$ cat config.mk
export PLATFORM = sky130hd
export DESIGN_NAME = scoreboard_ctrl
export DESIGN_NICKNAME = d
export VERILOG_FILES = /design/src/rtl/hazard_pkg.sv /design/src/rtl/sb_down_counter.sv /design/src/rtl/scoreboard_ctrl.sv
export SDC_FILE = /design/constraint.sdc
export NUM_CORES = 1
export LEC_CHECK = 0
export ABC_AREA = 1
export CORE_AREA = 5 5 172 215
export DETAILED_ROUTE_END_ITERATION = 10
export DIE_AREA = 0 0 177 220
export SYNTH_ARGS = -nofsm -noshare
export SYNTH_HDL_FRONTEND = slang
export SYNTH_SLANG_ARGS = --single-unit
$ cat constraint.sdc
create_clock -name Clk -period 4.1 [get_ports Clk]
set_input_delay 0.41 -clock Clk [delete_from_list [all_inputs] [get_ports Clk]]
set_output_delay 0.41 -clock Clk [all_outputs]
set_load 0.005 [all_outputs]
$ cat src/rtl/hazard_pkg.sv
// Shared constants for the register-scoreboard stall controller:
// latency-class codes, default latencies and the pending-counter width.
package hazard_pkg;

    localparam int CNT_W = 3;

    localparam logic [1:0] LAT_ALU  = 2'd0;
    localparam logic [1:0] LAT_LOAD = 2'd1;
    localparam logic [1:0] LAT_MUL  = 2'd2;

    localparam int DEF_ALU_LAT  = 2;
    localparam int DEF_LOAD_LAT = 3;
    localparam int DEF_MUL_LAT  = 4;
    localparam int DEF_MUL_OCC  = 2;

endpackage

$ cat src/rtl/sb_down_counter.sv
// Loadable down-counter that stops at zero. A load takes priority over
// the decrement in the same cycle.
module sb_down_counter #(
    parameter int W = 3
) (
    input  logic         clk,
    input  logic         rst_n,
    input  logic         load,
    input  logic [W-1:0] load_val,
    output logic [W-1:0] value,
    output logic         zero
);

    always_ff @(posedge clk or negedge rst_n) begin
        if (!rst_n) begin
            value <= '0;
        end else if (load) begin
            value <= load_val;
        end else if (value != '0) begin
            value <= value - 1'b1;
        end
    end

    assign zero = (value == '0);

endmodule

$ cat src/rtl/scoreboard_ctrl.sv
// Scoreboard stall controller: per-register latency countdowns decide when
// the ID-stage instruction may issue; drives PC hold, IF/ID write and bubble.
module scoreboard_ctrl
    import hazard_pkg::*;
#(
    parameter int CNT_W    = hazard_pkg::CNT_W,
    parameter int ALU_LAT  = DEF_ALU_LAT,
    parameter int LOAD_LAT = DEF_LOAD_LAT,
    parameter int MUL_LAT  = DEF_MUL_LAT,
    parameter int MUL_OCC  = DEF_MUL_OCC
) (
    input  logic        Clk,
    input  logic        Rst_n,
    input  logic        id_valid,
    input  logic [4:0]  id_rs,
    input  logic [4:0]  id_rt,
    input  logic        id_use_rs,
    input  logic        id_use_rt,
    input  logic [4:0]  id_dest,
    input  logic        id_wr,
    input  logic [1:0]  id_lat,
    input  logic        id_is_mul,
    input  logic        id_flush,
    output logic        pc_stop,
    output logic        ifid_write,
    output logic        ctrl_bubble,
    output logic        issue,
    output logic        pend_any,
    output logic [31:0] stall_count
);

    if (MUL_OCC < 1 || ALU_LAT >= (1 << CNT_W) || LOAD_LAT >= (1 << CNT_W) ||
        MUL_LAT >= (1 << CNT_W) || (MUL_OCC - 1) >= (1 << CNT_W)) begin : g_bad_params
        $error("scoreboard_ctrl: latency parameters do not fit in CNT_W bits");
    end

    logic [CNT_W-1:0] cnt [32];
    logic [31:0]      cnt_zero;
    logic [CNT_W-1:0] lat_sel;
    logic [CNT_W-1:0] mul_cnt_unused;
    logic             mul_zero;
    logic             raw_haz, waw_haz, struct_haz, stall;

    // Register 0 never has a write pending.
    assign cnt[0]      = '0;
    assign cnt_zero[0] = 1'b1;

    for (genvar r = 1; r < 32; r++) begin : g_reg
        sb_down_counter #(.W(CNT_W)) u_cnt (
            .clk      (Clk),
            .rst_n    (Rst_n),
            .load     (issue && id_wr && id_dest == 5'(r)),
            .load_val (lat_sel),
            .value    (cnt[r]),
            .zero     (cnt_zero[r])
        );
    end

    sb_down_counter #(.W(CNT_W)) u_mul_cnt (
        .clk      (Clk),
        .rst_n    (Rst_n),
        .load     (issue && id_is_mul),
        .load_val (CNT_W'(MUL_OCC - 1)),
        .value    (mul_cnt_unused),
        .zero     (mul_zero)
    );

    always_comb begin
        lat_sel = CNT_W'(MUL_LAT);
        case (id_lat)
            LAT_ALU:  lat_sel = CNT_W'(ALU_LAT);
            LAT_LOAD: lat_sel = CNT_W'(LOAD_LAT);
            default:  lat_sel = CNT_W'(MUL_LAT);
        endcase
    end

    // A producer may still issue while an older write to the same dest is in
    // flight, as long as its own result lands strictly after the older one.
    assign raw_haz    = (id_use_rs && id_rs != 5'd0 && !cnt_zero[id_rs]) ||
                        (id_use_rt && id_rt != 5'd0 && !cnt_zero[id_rt]);
    assign waw_haz    = id_wr && id_dest != 5'd0 && cnt[id_dest] >= lat_sel;
    assign struct_haz = id_is_mul && !mul_zero;

    assign stall = id_valid && !id_flush && (raw_haz || waw_haz || struct_haz);

    // id_valid offers the ID instruction; issue=1 accepts it this cycle.
    assign pc_stop     = stall;
    assign ifid_write  = !stall;
    assign ctrl_bubble = stall;
    assign issue       = id_valid && !id_flush && !stall;
    assign pend_any    = !(&cnt_zero);

    always_ff @(posedge Clk or negedge Rst_n) begin
        if (!Rst_n) begin
            stall_count <= '0;
        end else if (stall && stall_count != '1) begin
            stall_count <= stall_count + 32'd1;
        end
    end

endmodule

# ---- Yosys cells after proc, flatten, opt, wreduce, memory -nomap -nowiden
# Cells that the tools add are included.
dict set report word_totals {
  in_bits 25
  word_cells 330
  out_inout_bits 37
  regBits 128
}
dict set report classes {
  n_mux 72
  reduce_logical 154
  bitwise_logic 1
  order_cmp 4
  eq_ne 33
  addsub 33
}
# cell count
set ops {}
lappend ops {{3-bit two-way mux} 66}
lappend ops {{3-bit zero test} 32}
lappend ops {{3-bit nonzero test} 32}
lappend ops {{3-bit by 1-bit subtractor with 3-bit output, second input constant} 32}
lappend ops {{5-bit equality test, second input constant} 16}
lappend ops {{2-bit nonzero test} 32}
lappend ops {{1-bit logical AND} 44}
lappend ops {{5-bit by 4-bit equality test with 1-bit output, second input constant} 8}
lappend ops {{32-bit by 1-bit adder with 32-bit output, second input constant} 1}
lappend ops {{32-bit inequality test, second input constant} 1}
lappend ops {{31-bit AND reduction} 1}
lappend ops {{5-bit by 3-bit equality test with 1-bit output, second input constant} 4}
lappend ops {{3-bit binary-select mux with 5-bit select} 1}
lappend ops {{5-bit nonzero test} 3}
lappend ops {{5-bit by 6-bit < comparator with 1-bit output, second input constant} 2}
lappend ops {{1-bit binary-select mux with 5-bit select} 2}
lappend ops {{5-bit by 2-bit equality test with 1-bit output, second input constant} 2}
lappend ops {{6-bit >= comparator, second input constant} 1}
lappend ops {{1-bit zero test} 6}
lappend ops {{5-bit inverter with 6-bit output} 1}
lappend ops {{3-bit case mux with 2 select lines} 1}
lappend ops {{5-bit by 1-bit equality test with 1-bit output, second input constant} 1}
lappend ops {{3-bit >= comparator} 1}
lappend ops {{1-bit logical OR} 3}
lappend ops {{3 further kinds} 4}

# ---- Depth between registers and ports, before layout
dict set report logic_depth {
  word_depth 14
  depth_mapped 21
  depth_no_buf 19
}

# ---- Modules after synthesis
# A second synthesis with hierarchy kept.
dict set report unflattened {
  hier_cells 1732
  hier_area_um2 10796.6
}
# module n_inst area_per_inst_um2 seq_area_each_um2 cells_each
set by_module_without_submodules {}
lappend by_module_without_submodules {sb_down_counter 32 207.7 75.1 32}
lappend by_module_without_submodules {scoreboard_ctrl 1 4150.2 800.8 708}

# ---- Least setup slack after synthesis
# No wires, ideal clock.
dict set report synth_path {
  kind {input-to-reg}
  startpoint {input port id_dest[0]}
  endpoint {register g_reg[16].u_cnt.value[1]}
  setup_ns 0.117
  arrival_ns 3.125
  cell_stages 19
  n_path_buf 2
  t_required_ns 3.983
  setup_slack_ns 0.858
  cell_sequence {inv_1 nor2_2 clkinv_1 clkbuf_1 o22ai_1 o21ai_0 nand4_1 nand2_1 o21ai_0 ha_1 a21oi_1 o211ai_1 a32oi_1 nand2_1 nor2_4 buf_12 nand4_4 nand3_1 nand2_1}
}
dict set report synth_between {
  elab_chain_cells 14
  word_cells_on_any_way 18
  cone_classes {order compare (1); eq/ne (1); mux (4); bitwise (1); reduce/logical (11)}
}
# item line
set synth_rtl {}
lappend synth_rtl {{from (decl)} scoreboard_ctrl.sv:19} ;# input logic [4:0] id_dest,
lappend synth_rtl {{5-bit inverter with 6-bit output (not written as such)} scoreboard_ctrl.sv:81} ;# assign waw_haz = id_wr && id_dest != 5'd0 && cnt[id_dest] >= lat_sel;
lappend synth_rtl {{3-bit binary-select mux with 5-bit select} scoreboard_ctrl.sv:81}
lappend synth_rtl {{3-bit two-way mux (not written as such) (2 in a row)} scoreboard_ctrl.sv:81}
lappend synth_rtl {{3-bit >= comparator} scoreboard_ctrl.sv:81}
lappend synth_rtl {{1-bit logical AND} scoreboard_ctrl.sv:81}
lappend synth_rtl {{1-bit logical OR (2 in a row)} scoreboard_ctrl.sv:84} ;# assign stall = id_valid && !id_flush && (raw_haz || waw_haz || struct_haz);
lappend synth_rtl {{1-bit logical AND} scoreboard_ctrl.sv:84}
lappend synth_rtl {{1-bit zero test} scoreboard_ctrl.sv:90} ;# assign issue = id_valid && !id_flush && !stall;
lappend synth_rtl {{1-bit logical AND} scoreboard_ctrl.sv:90}
lappend synth_rtl {{1-bit logical AND} scoreboard_ctrl.sv:52} ;# .load (issue && id_wr && id_dest == 5'(r)),
lappend synth_rtl {{1-bit logical AND (*)} scoreboard_ctrl.sv:52}
lappend synth_rtl {{3-bit two-way mux / 2-bit nonzero test (equally long branches)} -}
lappend synth_rtl {{to (signal assigned)} sb_down_counter.sv:18} ;# value <= load_val;
lappend synth_rtl {{to (signal assigned)} sb_down_counter.sv:20} ;# value <= value - 1'b1;
lappend synth_rtl {{to (decl)} sb_down_counter.sv:10} ;# output logic [W-1:0] value,
# Every way passes the cells marked *; elsewhere a longest branch is shown, timed or not. The select of a mux whose other input is x is not followed.
# A chain may end at the register's enable or synchronous reset.

# ---- Final worst setup path
dict set report layout_path {
  startpoint {input port id_dest[0]}
  endpoint {output port issue}
}
dict set report layout_between {
  elab_chain_cells 11
  word_cells_on_any_way 13
  cone_classes {order compare (1); mux (3); bitwise (1); reduce/logical (8)}
}
# item line
set layout_rtl {}
lappend layout_rtl {{5-bit inverter with 6-bit output (not written as such)} scoreboard_ctrl.sv:81}
lappend layout_rtl {{3-bit binary-select mux with 5-bit select} scoreboard_ctrl.sv:81}
lappend layout_rtl {{3-bit two-way mux (not written as such) (2 in a row)} scoreboard_ctrl.sv:81}
lappend layout_rtl {{3-bit >= comparator} scoreboard_ctrl.sv:81}
lappend layout_rtl {{1-bit logical AND (*)} scoreboard_ctrl.sv:81}
lappend layout_rtl {{1-bit logical OR (*) (2 in a row)} scoreboard_ctrl.sv:84}
lappend layout_rtl {{1-bit logical AND (*)} scoreboard_ctrl.sv:84}
lappend layout_rtl {{1-bit zero test (*)} scoreboard_ctrl.sv:90}
lappend layout_rtl {{1-bit logical AND (*)} scoreboard_ctrl.sv:90}
lappend layout_rtl {{to (decl)} scoreboard_ctrl.sv:27} ;# output logic issue,
# Marked as above.

==> summary.md <==
| Metric | Value |
|---|---|
| Post-route cell area | `0.01254 mm2` |
| CTS buffer count | `17` |
| Worst EP required | `3690 ps` |
| Mapped Cells | `1460` |
| Setup violations, final | `0` |
| Final Non-Filler Cells | `around 2000` |
| Die Ht | `220 um` |
| CTS tree | `done` |
| Yosys cell types | `51` |
| Syn. warnings | `0` |
| Hold Buf Count CTS | `0` |
| Worst-Margin Slew | `943.3 ps` |
| Final worst-path cycle share | `0.9517` |
| Initial antenna violation count | `0` |
| Synth top cells by count | `nand2_1 (420), inv_1 (213), nand3_1 (132), dfrtp_1 (128), nor2_1 (88)` |
| Reg area | `~0.0032 mm2` |
| Area delta synth->final | `18.44%` |
| Crit path max fanout | `8` |
| Reg2reg end | `g_reg[12].u_cnt.value[1]` |
| DR vias/cell | `4.939` |
| Met2 Track Usage GR | `0.3126` |
| PwrDens | `about 660 mW/mm2` |
| H-tree depth | `4` |
| Die Span X | `177 um` |
| Synth Net Count | `1553` |
| Fill cells | `3736` |
| Final design utilization | `0.3597` |
| GR Layer Usage met1 | `0.2259` |
| Worst Clk Skew | `17.43 ps` |
| Dpl cell area | `0.01191 mm2` |
| Io pins | `between 60 and 70` |
| Max frequency | `256.3 MHz` |
| Critical Path AT | `approximately 3500 ps` |
| Ant. Diodes | `0` |
| Cell Area, Synth | `0.01059 mm2` |
| Startpoint Class | `input pin` |
| First-pass iteration count of the detailed router | `7` |
| Core Footprint | `0.03488 mm2` |
| FF-to-FF setup slack | `750 ps` |
| CP Class | `input pin to primary output` |
| GRT overflow | `0` |
| First-pass GRT wire length | `54920 um` |
| Largest net degree at the start of global routing | `96` |
| Clk slew on worst S/H paths | `70 ps` |
| Status | `finished, final reports clean` |
| Root Buffer | `clkbuf_16` |
| Max-slew violations | `0` |
| Synth top area share | `0.3025` |
| EDFF count, synth | `0` |
| Number of nets in the layout | `approximately 1600` |
| Count leader, synth | `nand2_1` |
| Die area | `0.03894 mm2` |
| Starting density of the core | `0.3037` |
| Worst slack, placed | `-68.40 ps` |
| Max IR drop VDD | `0.2661 mV` |
| Worst r2r src | `g_reg[8].u_cnt.value[2]` |
| Max clock buf depth | `2` |
| Ys async rst share | `1.000` |
| Crit path time final | `~3900 ps` |
| Setup TNS | `0 ps` |
| Synth Flop Type | `dfrtp_1` |
| Register area share after synthesis | `0.3025` |
| Cell Rows | `77` |
| Placed insts | `1991` |
| Syn avg cell area | `7.254 um2` |
| Max-Cap Viols | `0` |
| Share of layout cells above drive strength 1 | `0.1091` |
| Initial DRC Count | `806` |
| Number of global-route vias before repair | `9933` |
| Area of the multi-input gates | `a little over 0.006 mm2` |
| Busiest grt layer | `met2` |
| Total Routing Usage GR | `0.1790` |
| Worst slew margin | `0.3711` |
| P_leak | `6.443 nW` |
| Fin worst setup slack | `198.2 ps` |
| #FFs+latches synth | `around 130` |
| Overall routed net length | `about 34000 um` |
| Worst-case reg-to-reg path depth | `17` |
| GPL Wtd Cong | `0.9809` |
| Final ANT Viol Nets | `0` |
| Final Hold Fails | `0` |
| Worst skew pair latency | `around 440 ps` |
| Vias | `9991` |
| Detailed placement HPWL | `about 26000 um` |
| Sink Count | `between 100 and 150` |
| Hold crit path type | `input pin to asynchronous set/reset pin` |
| Synth area leader | `dfrtp_1` |
| WL/cell | `16.88 um` |
| Input/output buffers | `61` |
| Largest cells by area after synthesis | `dfrtp_1 (30%), nand2_1 (15%), ha_1 (8.0%), inv_1 (7.5%), xor2_1 (6.8%)` |
| GRT met3 Usage | `0.02797` |
| CP endpoint kind | `primary output` |
| Residual DRC | `0` |
==> per-layer routing <==
metal	part of all wire	vias up
li1	-	4862
met4	0.023	0
met5	0	-
met1	0.43	4751
met3	0.055	41
met2	0.49	337
==> cell usage in the layout (no fill, tap or decap), types with 11 or more instances in the layout <==
cell type and n:
nor3_1 20, buf_4 41, o22ai_1 32, dfrtp_1 128, clkbuf_16 17, nand4_4 20, nand3_1 132, ha_1 68
nand4_1 44, or2_2 21, nand2_1 420, nor2_1 87, nor4_1 12, o21ai_0 33, inv_1 211, xor2_1 82
xnor2_1 11, clkdlybuf4s50_1 56
==> layout make-up <==
type,instances,area share
clock buffer,20,0.03561
tap,474,0.04728
timing repair buffer,109,0.08429
clock inverter,11,0.01237
multi-input combinational,1058,0.4972
sequential,128,0.2554
inverter,223,0.06793
==> worst max-delay path by stage <==
stage	start	endpoint	slack, ps	cells past startpoint
finish	id_dest[0]	issue	200	17
global route	id_dest[0]	issue	-10	18
CTS	id_dest[1]	issue	150	15
detailed placement	id_dest[1]	issue	-70	15
global placement	id_dest[0]	issue	-50	17
floorplan	id_dest[0]	g_reg[16].u_cnt.value[1]	860	19
==> cell families after synthesis <==
family,share of synthesized area
adder cells (fa/ha/maj),0.08034
XOR/XNOR,0.07691
flip-flops,0.3025
AND/OR/NAND/NOR,0.3608
AO/OA/AOI/OAI,0.06782
buffers and inverters,0.1116
==> registers in the layout (all words and copies together), names as in the netlist <==
register and count:
stall_count 32, g.u_cnt.value 93, u_mul_cnt.value 3
==> stage by stage <==
stage               total power [mW]  hold WS (ps)
floorplan                      5.426         114.4
detailed placement             6.654         495.3
global route                   9.105         148.9
CTS                            8.335         118.7
finish                         8.287         49.70
global placement               6.572         491.1
==> worst max-delay path, stage by stage <==
cell and delay, ps:
dlygate4sd2_1 280, inv_1 130, nand2_1 100, buf_4 180, buf_4 150, nor2_1 130
inv_1 70, o211ai_1 260, o32ai_1 160, ha_1 300, nand3_1 60, o211ai_1 90
a32oi_1 190, buf_4 160, nand3_4 100, nor2_4 180, clkdlybuf4s50_1 520
==> where the power goes <==
group / switching, mW / internal, mW
Clock: 0.622 / 0.977
Sequential: 0.397 / 1.87
Combinational: 2.67 / 1.75
Total: 3.69 / 4.60
==> what timing repair did <==
item,4_1_cts,5_1_grt
resized for setup,7,6
buffers inserted,1,0
setup endpoints to repair,4,4
pin swaps,1,0
No activity file was read; power rests on OpenSTA's default activity.
